`config.mk`:
```
export PLATFORM = sky130hd
export DESIGN_NAME = zx_cartridge_mapper_flat
export DESIGN_NICKNAME = d
export VERILOG_FILES = /design/src/rtl/zx_cartridge_mapper_pkg.sv /design/src/rtl/zx_cartridge_mapper_if.sv /design/src/rtl/zx_cartridge_mapper_bus_sync.sv /design/src/rtl/zx_cartridge_mapper.sv /design/src/flat_wrapper.sv
export SDC_FILE = /design/constraint.sdc
export NUM_CORES = 1
export LEC_CHECK = 0
export CAP_MARGIN = 20
export CORE_MARGIN = 1.5
export CORE_UTILIZATION = 38
export CTS_CLUSTER_DIAMETER = 200
export DETAILED_ROUTE_END_ITERATION = 16
export PLACE_DENSITY = 0.83
export SYNTH_ARGS = -nofsm -noshare
export SYNTH_HDL_FRONTEND = slang
export SYNTH_HIERARCHICAL = 1
export SYNTH_SLANG_ARGS = --single-unit
```
`constraint.sdc`:
```
create_clock -name clk -period 2.1 [get_ports clk]
set_clock_uncertainty 0.15 [all_clocks]
set_input_delay 0.21 -clock clk [delete_from_list [all_inputs] [get_ports clk]]
set_output_delay 0.21 -clock clk [all_outputs]
set_load 0.005 [all_outputs]
```
`src/rtl/zx_cartridge_mapper_pkg.sv`:
```
// zx_cart_pkg: shared definitions for the ZX cartridge mapper.
//   cmd_e       - command field (D[7:6]) encodings used in command mode
//   MODE_*      - values of the mapper MODE parameter
//   in_window() - decode of the cartridge ROM window from A15/A14/A13
package zx_cart_pkg;

    typedef enum logic [1:0] {
        CMD_LOAD = 2'b00,
        CMD_INC  = 2'b01,
        CMD_NOP  = 2'b10,
        CMD_LOCK = 2'b11
    } cmd_e;

    localparam int MODE_LEGACY = 0;
    localparam int MODE_CMD    = 1;

    // 8K window needs A13 low as well; 16K window ignores A13.
    function automatic logic in_window(input logic a15, input logic a14,
                                       input logic a13, input logic win_16k);
        return !a15 && !a14 && (win_16k || !a13);
    endfunction

endpackage

```
`src/rtl/zx_cartridge_mapper_if.sv`:
```
// zx_cartridge_mapper_if: Z80 bus as seen by the cartridge mapper.
//   master - Z80 side: drives strobes, address bits and write data,
//            receives readback data/enable.
//   slave  - mapper side.
// Signals: iorq_n, rd_n, wr_n, mreq_n (active-low strobes), A7/A13/A14/A15
// (address bits), D (write data), D_out/D_oe (readback data and enable).
interface zx_cartridge_mapper_if;
    logic       iorq_n;
    logic       rd_n;
    logic       wr_n;
    logic       mreq_n;
    logic       A7;
    logic       A13;
    logic       A14;
    logic       A15;
    logic [7:0] D;
    logic [7:0] D_out;
    logic       D_oe;

    modport master (
        output iorq_n, rd_n, wr_n, mreq_n, A7, A13, A14, A15, D,
        input  D_out, D_oe
    );

    modport slave (
        input  iorq_n, rd_n, wr_n, mreq_n, A7, A13, A14, A15, D,
        output D_out, D_oe
    );
endinterface

```
`src/rtl/zx_cartridge_mapper_bus_sync.sv`:
```
// zx_bus_sync: multi-flop synchroniser for one asynchronous active-low bus
// strobe, with rising-edge detect on the synchronised value.
//   clk, reset_n - clock, synchronous active-low reset (chain resets to 1 = idle)
//   din          - raw asynchronous input
//   dout         - synchronised level (STAGES clk late)
//   rise         - one-clk pulse when dout goes 0 -> 1
module zx_bus_sync #(
    parameter int STAGES = 2
) (
    input  logic clk,
    input  logic reset_n,
    input  logic din,
    output logic dout,
    output logic rise
);

    logic [STAGES-1:0] sync_q, sync_d;
    logic              prev_q, prev_d;

    always_comb begin
        sync_d = {sync_q[STAGES-2:0], din};
        prev_d = sync_q[STAGES-1];
    end

    always_ff @(posedge clk) begin
        if (!reset_n) begin
            sync_q <= '1;
            prev_q <= 1'b1;
        end else begin
            sync_q <= sync_d;
            prev_q <= prev_d;
        end
    end

    assign dout = sync_q[STAGES-1];
    assign rise = sync_q[STAGES-1] & ~prev_q;

endmodule

```
`src/rtl/zx_cartridge_mapper.sv`:
```
// zx_cartridge_mapper: clocked ZX cartridge bank mapper.
// Decodes Z80 I/O writes with A7=0 (synchronised into clk) and on the end of
// each write either increments the bank (MODE=0) or executes the command in
// D[7:6] (MODE=1: load / increment / nop / lock). Reaching SELF_LOCK_VAL locks
// the mapper; only reset unlocks it. The ROM read path is combinational.
// Ports:
//   clk, reset_n - clock, synchronous active-low reset
//   bus          - Z80 bus (slave modport)
//   CR_ROM_A     - cartridge ROM bank address
//   CR_ROM_oe_n  - cartridge ROM output enable, active low
//   ZX_ROM_blk   - blocks the internal ROM while the cartridge is mapped
//   locked       - lock status
// Optional macro CART_READBACK_EN: I/O read with A7=0 returns
// {locked, 0.., bank} on bus.D_out with bus.D_oe high; otherwise both are 0.
module zx_cartridge_mapper
    import zx_cart_pkg::*;
#(
    parameter int BANK_W        = 6,
    parameter int SELF_LOCK_VAL = 63,
    parameter int MODE          = 0,
    parameter int WIN_16K       = 0,
    parameter int SYNC_STAGES   = 2
) (
    input  logic              clk,
    input  logic              reset_n,
    zx_cartridge_mapper_if.slave bus,
    output logic [BANK_W-1:0] CR_ROM_A,
    output logic              CR_ROM_oe_n,
    output logic              ZX_ROM_blk,
    output logic              locked
);

    localparam logic [BANK_W-1:0] LOCK_VAL = BANK_W'(SELF_LOCK_VAL);

    logic iorq_s, iorq_rise;
    logic wr_s, wr_rise_unused;

    zx_bus_sync #(.STAGES(SYNC_STAGES)) u_iorq_sync (
        .clk     (clk),
        .reset_n (reset_n),
        .din     (bus.iorq_n),
        .dout    (iorq_s),
        .rise    (iorq_rise)
    );

    zx_bus_sync #(.STAGES(SYNC_STAGES)) u_wr_sync (
        .clk     (clk),
        .reset_n (reset_n),
        .din     (bus.wr_n),
        .dout    (wr_s),
        .rise    (wr_rise_unused)
    );

    logic [BANK_W-1:0] bank_q, bank_d;
    logic              lock_q, lock_d;
    logic              pend_q, pend_d;
    logic [7:0]        data_q, data_d;

    logic              wr_active;
    logic              upd;
    logic [BANK_W-1:0] nxt_bank;

    // A7 is sampled raw every clk, so a mid-cycle change only blocks capture
    // from that clk on.
    assign wr_active = !iorq_s && !wr_s && !bus.A7;

    always_comb begin
        bank_d   = bank_q;
        lock_d   = lock_q;
        pend_d   = pend_q;
        data_d   = data_q;
        upd      = 1'b0;
        nxt_bank = bank_q;

        if (wr_active) begin
            pend_d = 1'b1;
            data_d = bus.D;
        end else if (iorq_rise && pend_q) begin
            pend_d = 1'b0;
            if (!lock_q) begin
                if (MODE == MODE_LEGACY) begin
                    upd      = 1'b1;
                    nxt_bank = bank_q + BANK_W'(1);
                end else begin
                    case (cmd_e'(data_q[7:6]))
                        CMD_LOAD: begin
                            upd      = 1'b1;
                            nxt_bank = data_q[BANK_W-1:0];
                        end
                        CMD_INC: begin
                            upd      = 1'b1;
                            nxt_bank = bank_q + BANK_W'(1);
                        end
                        CMD_NOP:  ;
                        CMD_LOCK: lock_d = 1'b1;
                    endcase
                end
                // Self-lock takes effect in the same clk as the bank update.
                if (upd) begin
                    bank_d = nxt_bank;
                    if (nxt_bank == LOCK_VAL) lock_d = 1'b1;
                end
            end
        end
    end

    always_ff @(posedge clk) begin
        if (!reset_n) begin
            bank_q <= '0;
            lock_q <= 1'b0;
            pend_q <= 1'b0;
            data_q <= '0;
        end else begin
            bank_q <= bank_d;
            lock_q <= lock_d;
            pend_q <= pend_d;
            data_q <= data_d;
        end
    end

    // Read path uses the raw bus so it meets Z80 memory timing.
    logic in_win;
    assign in_win      = in_window(bus.A15, bus.A14, bus.A13, WIN_16K != 0);
    assign ZX_ROM_blk  = !lock_q && in_win && !bus.mreq_n;
    assign CR_ROM_oe_n = !(ZX_ROM_blk && !bus.rd_n);
    assign CR_ROM_A    = bank_q;
    assign locked      = lock_q;

`ifdef CART_READBACK_EN
    logic [7:0] rb_data;
    always_comb begin
        rb_data             = '0;
        rb_data[BANK_W-1:0] = bank_q;
        rb_data[7]          = lock_q;
    end
    assign bus.D_out = rb_data;
    assign bus.D_oe  = !bus.iorq_n && !bus.rd_n && !bus.A7;
`else
    assign bus.D_out = 8'h00;
    assign bus.D_oe  = 1'b0;
`endif

endmodule

```
`src/flat_wrapper.sv`:
```
// flat-port wrapper written by rule: the top's interface ports become plain ports
module zx_cartridge_mapper_flat import zx_cart_pkg::*;
#(
    parameter int BANK_W        = 6,
    parameter int SELF_LOCK_VAL = 63,
    parameter int MODE          = 0,
    parameter int WIN_16K       = 0,
    parameter int SYNC_STAGES   = 2
)
  (clk, reset_n, CR_ROM_A, CR_ROM_oe_n, ZX_ROM_blk, locked, bus_iorq_n, bus_rd_n, bus_wr_n, bus_mreq_n, bus_A7, bus_A13, bus_A14, bus_A15, bus_D, bus_D_out, bus_D_oe);
  zx_cartridge_mapper_if bus_i ();
  input  logic clk;
  input  logic reset_n;
  output logic [BANK_W-1:0] CR_ROM_A;
  output logic CR_ROM_oe_n;
  output logic ZX_ROM_blk;
  output logic locked;
  input wire logic [$bits(bus_i.iorq_n)-1:0] bus_iorq_n;
  input wire logic [$bits(bus_i.rd_n)-1:0] bus_rd_n;
  input wire logic [$bits(bus_i.wr_n)-1:0] bus_wr_n;
  input wire logic [$bits(bus_i.mreq_n)-1:0] bus_mreq_n;
  input wire logic [$bits(bus_i.A7)-1:0] bus_A7;
  input wire logic [$bits(bus_i.A13)-1:0] bus_A13;
  input wire logic [$bits(bus_i.A14)-1:0] bus_A14;
  input wire logic [$bits(bus_i.A15)-1:0] bus_A15;
  input wire logic [$bits(bus_i.D)-1:0] bus_D;
  output wire logic [$bits(bus_i.D_out)-1:0] bus_D_out;
  output wire logic [$bits(bus_i.D_oe)-1:0] bus_D_oe;
  assign bus_i.iorq_n = bus_iorq_n;
  assign bus_i.rd_n = bus_rd_n;
  assign bus_i.wr_n = bus_wr_n;
  assign bus_i.mreq_n = bus_mreq_n;
  assign bus_i.A7 = bus_A7;
  assign bus_i.A13 = bus_A13;
  assign bus_i.A14 = bus_A14;
  assign bus_i.A15 = bus_A15;
  assign bus_i.D = bus_D;
  assign bus_D_out = bus_i.D_out;
  assign bus_D_oe = bus_i.D_oe;
  zx_cartridge_mapper #(.BANK_W(BANK_W), .SELF_LOCK_VAL(SELF_LOCK_VAL), .MODE(MODE), .WIN_16K(WIN_16K), .SYNC_STAGES(SYNC_STAGES)) u_core (.clk(clk), .reset_n(reset_n), .bus(bus_i), .CR_ROM_A(CR_ROM_A), .CR_ROM_oe_n(CR_ROM_oe_n), .ZX_ROM_blk(ZX_ROM_blk), .locked(locked));
endmodule
```
Word level (Yosys, flattened, before mapping) --
Index checks and enable logic that the tools add are counted.
Operators by class: add/sub/neg operators 1, eq/ne operators 1, mux-type cells 11, bitwise operators 4, reduce and logical (&&, ||, !) cells 21
Operator list (number):
- $mux W6 | 3
- $logic_not A1 Y1 | 10
- $logic_and A1 B1 Y1 | 8
- $mux W1 | 8
- $add A6 B1 Y6 const B | 1
- $eq A6 B6 Y1 const B | 1
- $reduce_and A4 Y1 | 1
- $not A1 Y1 | 3
- $reduce_and A2 Y1 | 1
- $reduce_bool A2 Y1 | 1
- $and A1 B1 Y1 | 1
Storage, ports and cells: register bits 13, bits of input ports 18, output and inout port bits 18, word-level logic and storage cells 44

Depth between registers and ports, before layout --
depth in word-level cells 9, mapped depth 5, mapped depth without buffers 5

Modules after synthesis --
The synthesis kept the hierarchy.
Modules (own cells, without submodules):
- zx_cartridge_mapper | instances 1, cells each 61, area each 525.5 um^2, sequential area each 160.2 um^2
- zx_bus_sync | instances 2, cells each 7, area each 92.6 um^2, sequential area each 60.1 um^2

Worst setup path after synthesis --
Ideal clock, no wire load.
path kind register to register, start register u_core.u_iorq_sync.sync_q[1], end register u_core.bank_q[4], in the netlist u_core/CR_ROM_A[4], setup time 0.070 ns, arrival time 1.274 ns, required time 1.880 ns, setup slack 0.606 ns, cell stages (with the launch flop) 6, buffers on the path 1, period minus slack after synthesis 1.494 ns, cell sequence dfxtp_1 nor2b_4 nand3b_4 buf_6 or4_1 a21oi_1
On the way: elaborated cells between the ends (all ways) 7, those cells by class 2 x bitwise; 5 x reduce/logical
RTL lines:
- start, declared | line zx_cartridge_mapper_bus_sync.sv:17 | logic [STAGES-1:0] sync_q, sync_d;
- start signal, assigned | line zx_cartridge_mapper_bus_sync.sv:30 | sync_q <= sync_d;
- $and A1 B1 Y1 | line zx_cartridge_mapper_bus_sync.sv:36 | assign rise = sync_q[STAGES-1] & ~prev_q;
- via u_core.iorq_rise | line zx_cartridge_mapper.sv:35 | logic iorq_s, iorq_rise;
- $logic_and A1 B1 Y1 | line zx_cartridge_mapper.sv:78 | end else if (iorq_rise && pend_q) begin
- $reduce_and A4 Y1 (no source line)
- end signal, assigned | line zx_cartridge_mapper.sv:114 | bank_q <= bank_d;
- end, declared | line zx_cartridge_mapper.sv:54 | logic [BANK_W-1:0] bank_q, bank_d;
The timed path passes the listed nets, and every way through them passes these cells. A chain may end at the register's enable or synchronous reset.

Final worst setup path --
start input port bus_A15, end output port CR_ROM_oe_n
On the way: cells in the longest elaborated chain, start to end 7
Ends and longest elaborated chain:
- start, declared | line flat_wrapper.sv:25 | input wire logic [$bits(bus_i.A15)-1:0] bus_A15;
- $logic_not A1 Y1 | line zx_cartridge_mapper_pkg.sv:20 | return !a15 && !a14 && (win_16k || !a13);
- $logic_and A1 B1 Y1 (2 in series) | line zx_cartridge_mapper_pkg.sv:20
- $logic_and A1 B1 Y1 (2 in series) | line zx_cartridge_mapper.sv:124 | assign ZX_ROM_blk = !lock_q && in_win && !bus.mreq_n;
- $logic_and A1 B1 Y1 | line zx_cartridge_mapper.sv:125 | assign CR_ROM_oe_n = !(ZX_ROM_blk && !bus.rd_n);
- $logic_not A1 Y1 | line zx_cartridge_mapper.sv:125
- end, declared | line flat_wrapper.sv:15 | output logic CR_ROM_oe_n;
Every way passes these cells.

==> results.cfg <==
[run_status]
status = completed

[sta]
setup_violations = 0
min_period_ns = 2.02
slew_viol_final = 0
period_share = 0.961
clock.fmax_mhz = 495
hold_ws_ns = 0.263
hold_viol_final = 0
tns_ns = 0
rsz0062_at_grt = false
setup_ws_ns = 0.0812

[die]
ios = 36
die_width_um = 45.0
dieHeight_um = 45.0
dieArea_um2 = 2030
start_util = 0.425
core_um2 = 1580
placementRows = 14

[drt]
dr.pass1.iters = 4
routed_wl_mm = 1.20
viasPerCell = 5.00
drt_iter0_markers = 10
drt-wirelength-per-cell_um = 11.0
via_count = 545
drc_errors = 0
ant_nets = 0

[final_layout]
syn_to_final_growth_pct = 28.0
layout-drive-gt1-share = 0.108
fin_area_um2 = 858
diodes = 0
fin_nets = 114

[power_and_ir_drop]
combPwrFrac = 0.079
p_sw_uw = 88.6
internal_power_uw = 345
p_total_uw = 434
p_per_area_nw_per_um2 = 505
p_clk_frac = 0.340
peakVddDrop_mv = 0.314
leakagePower_nw = 0.351
switching_share = 0.204
seqPwrFrac = 0.581

[grt]
grt_antenna_before_repair = 0
grt_pass1_wl_mm = 2.07
grt_max_degree = 14
grt_pass1_vias = 501
grt_overflow_total = 0
grt_util_all_layers = 0.139

[setup_path]
cp_max_fo = 2
cp_cell_sequence = clkdlybuf4s50_1, or4_4, or3_1, clkdlybuf4s15_1
worstPathRequired_ns = 1.74
worst_ep_arrival_time_ns = 1.66
crit_slowest_cell = or4_4
endpoint_kind = primary output
crit_path_start_kind = input pin
slowest_delay_ns = 0.53
crit_type = input pin to primary output

[synthesis]
syn_area_per_cell_um2 = 9.31
syn_inst = 72
synth_area_um2 = 671
synth_warnings = 6

[job]
maxCapViolCount = 0

[placement]
place_congestion = 0.750
dpl_worst_slack_ns = -0.167
dpl_cell_area_um2 = 830
port_buffers = 18
post-dp-hpwl_um = 873

[clock_tree]
clk_pin_slew_worst_paths_ns = 0.08
hold_buffers = 0
cts_setup_buffers = 0
cts_buffers = 3
cts_root_buffer = clkbuf_4
htreeDepth = 1
clockBufferDepth = 2
clkLatencyLatePin_ns = 0.27
tritoncts = built
cts_sinks = 13

[hold_path]
hold_class = flip-flop to flip-flop
-- final cells by class --
cell class,count,area [um2]
Fill cell,146,718
Multi-Input combinational cell,52,343
Sequential cell,13,260
Timing Repair Buffer,20,194
Clock buffer,4,26.3
Tap cell,16,20.0
Inverter,4,15.0
-- critical path: cells and delay by family --
family,cells,cell delay (ns)
buf+inv,2,0.60
simple gates,2,0.85
-- through the flow --
| stage | utilization | cells |
|---|---|---|
| after global routing | 0.544 | 109 |
| after CTS | 0.541 | 109 |
| after detailed placement | 0.526 | 105 |
| final | 0.544 | 109 |
| after global placement | 0.526 | 105 |
| after floorplan | - | 80 |
-- layer usage --
| layer | vias to the layer above | part of all wire | global-route usage | routed length, um |
|---|---|---|---|---|
| met4 | 0 | 0.012 | 0.0882 | 14 |
| met3 | 2 | 0.089 | 0.0280 | 107 |
| met2 | 25 | 0.45 | 0.229 | 540 |
| met1 | 244 | 0.45 | 0.165 | 541 |
| met5 | - | 0 | 0 | 0 |
| li1 | 274 | - | - | - |
-- layout by cell type (no fill, tap or decap), drive strengths merged --
cell	n
clkbuf	4
nand2	2
mux2i	1
o21ai	2
inv	4
nand2b	6
a21oi	6
nand3b	1
dlygate4sd2	1
nor3	1
nand3	2
or3	3
conb	9
o31ai	3
a32o	1
nor4	2
or4	4
clkdlybuf4s50	16
nor2	2
ha	2
nor2b	1
xnor2	3
clkdlybuf4s15	1
buf	2
nand4	1
dfxtp	13
-- path summary, 6_finish.rpt --
| kind | slack, ns | start | depth (start not counted) | endpoint |
|---|---|---|---|---|
| max | 0.08 | bus_A15 | 4 | CR_ROM_oe_n |
| min reg2reg | 0.26 | u_core/u_wr_sync/sync_q[0] | 1 | u_core/u_wr_sync/sync_q[1] |
| min | 0.26 | u_core/u_wr_sync/sync_q[0] | 1 | u_core/u_wr_sync/sync_q[1] |
| max reg2reg | 0.50 | u_core/CR_ROM_A[0] | 4 | u_core/CR_ROM_A[4] |
-- sequential cells by signal (all words and copies together) (netlist names) --
register                   cells
u_core/u_iorq_sync/sync_q      2
u_core/u_wr_sync/sync_q        2
u_core/CR_ROM_A                6
u_core/locked                  1
u_core/u_iorq_sync/prev_q      1
u_core/pend_q                  1
-- power by group through the flow --
stage	logic (mW)	clock network, mW	registers (mW)
after floorplan	0.0236	0	0.258
after global placement	0.0333	0	0.258
after detailed placement	0.0343	0	0.258
after CTS	0.0338	0.157	0.252
after global routing	0.0390	0.164	0.253
final	0.0343	0.147	0.252
-- what timing repair did --
| action | 4_1_cts | 5_1_grt |
|---|---|---|
| setup endpoints to repair | 2 | 1 |
| resized for setup | 2 | 2 |
| cloned | 0 | 0 |
No activity file was read; power rests on OpenSTA's default activity.
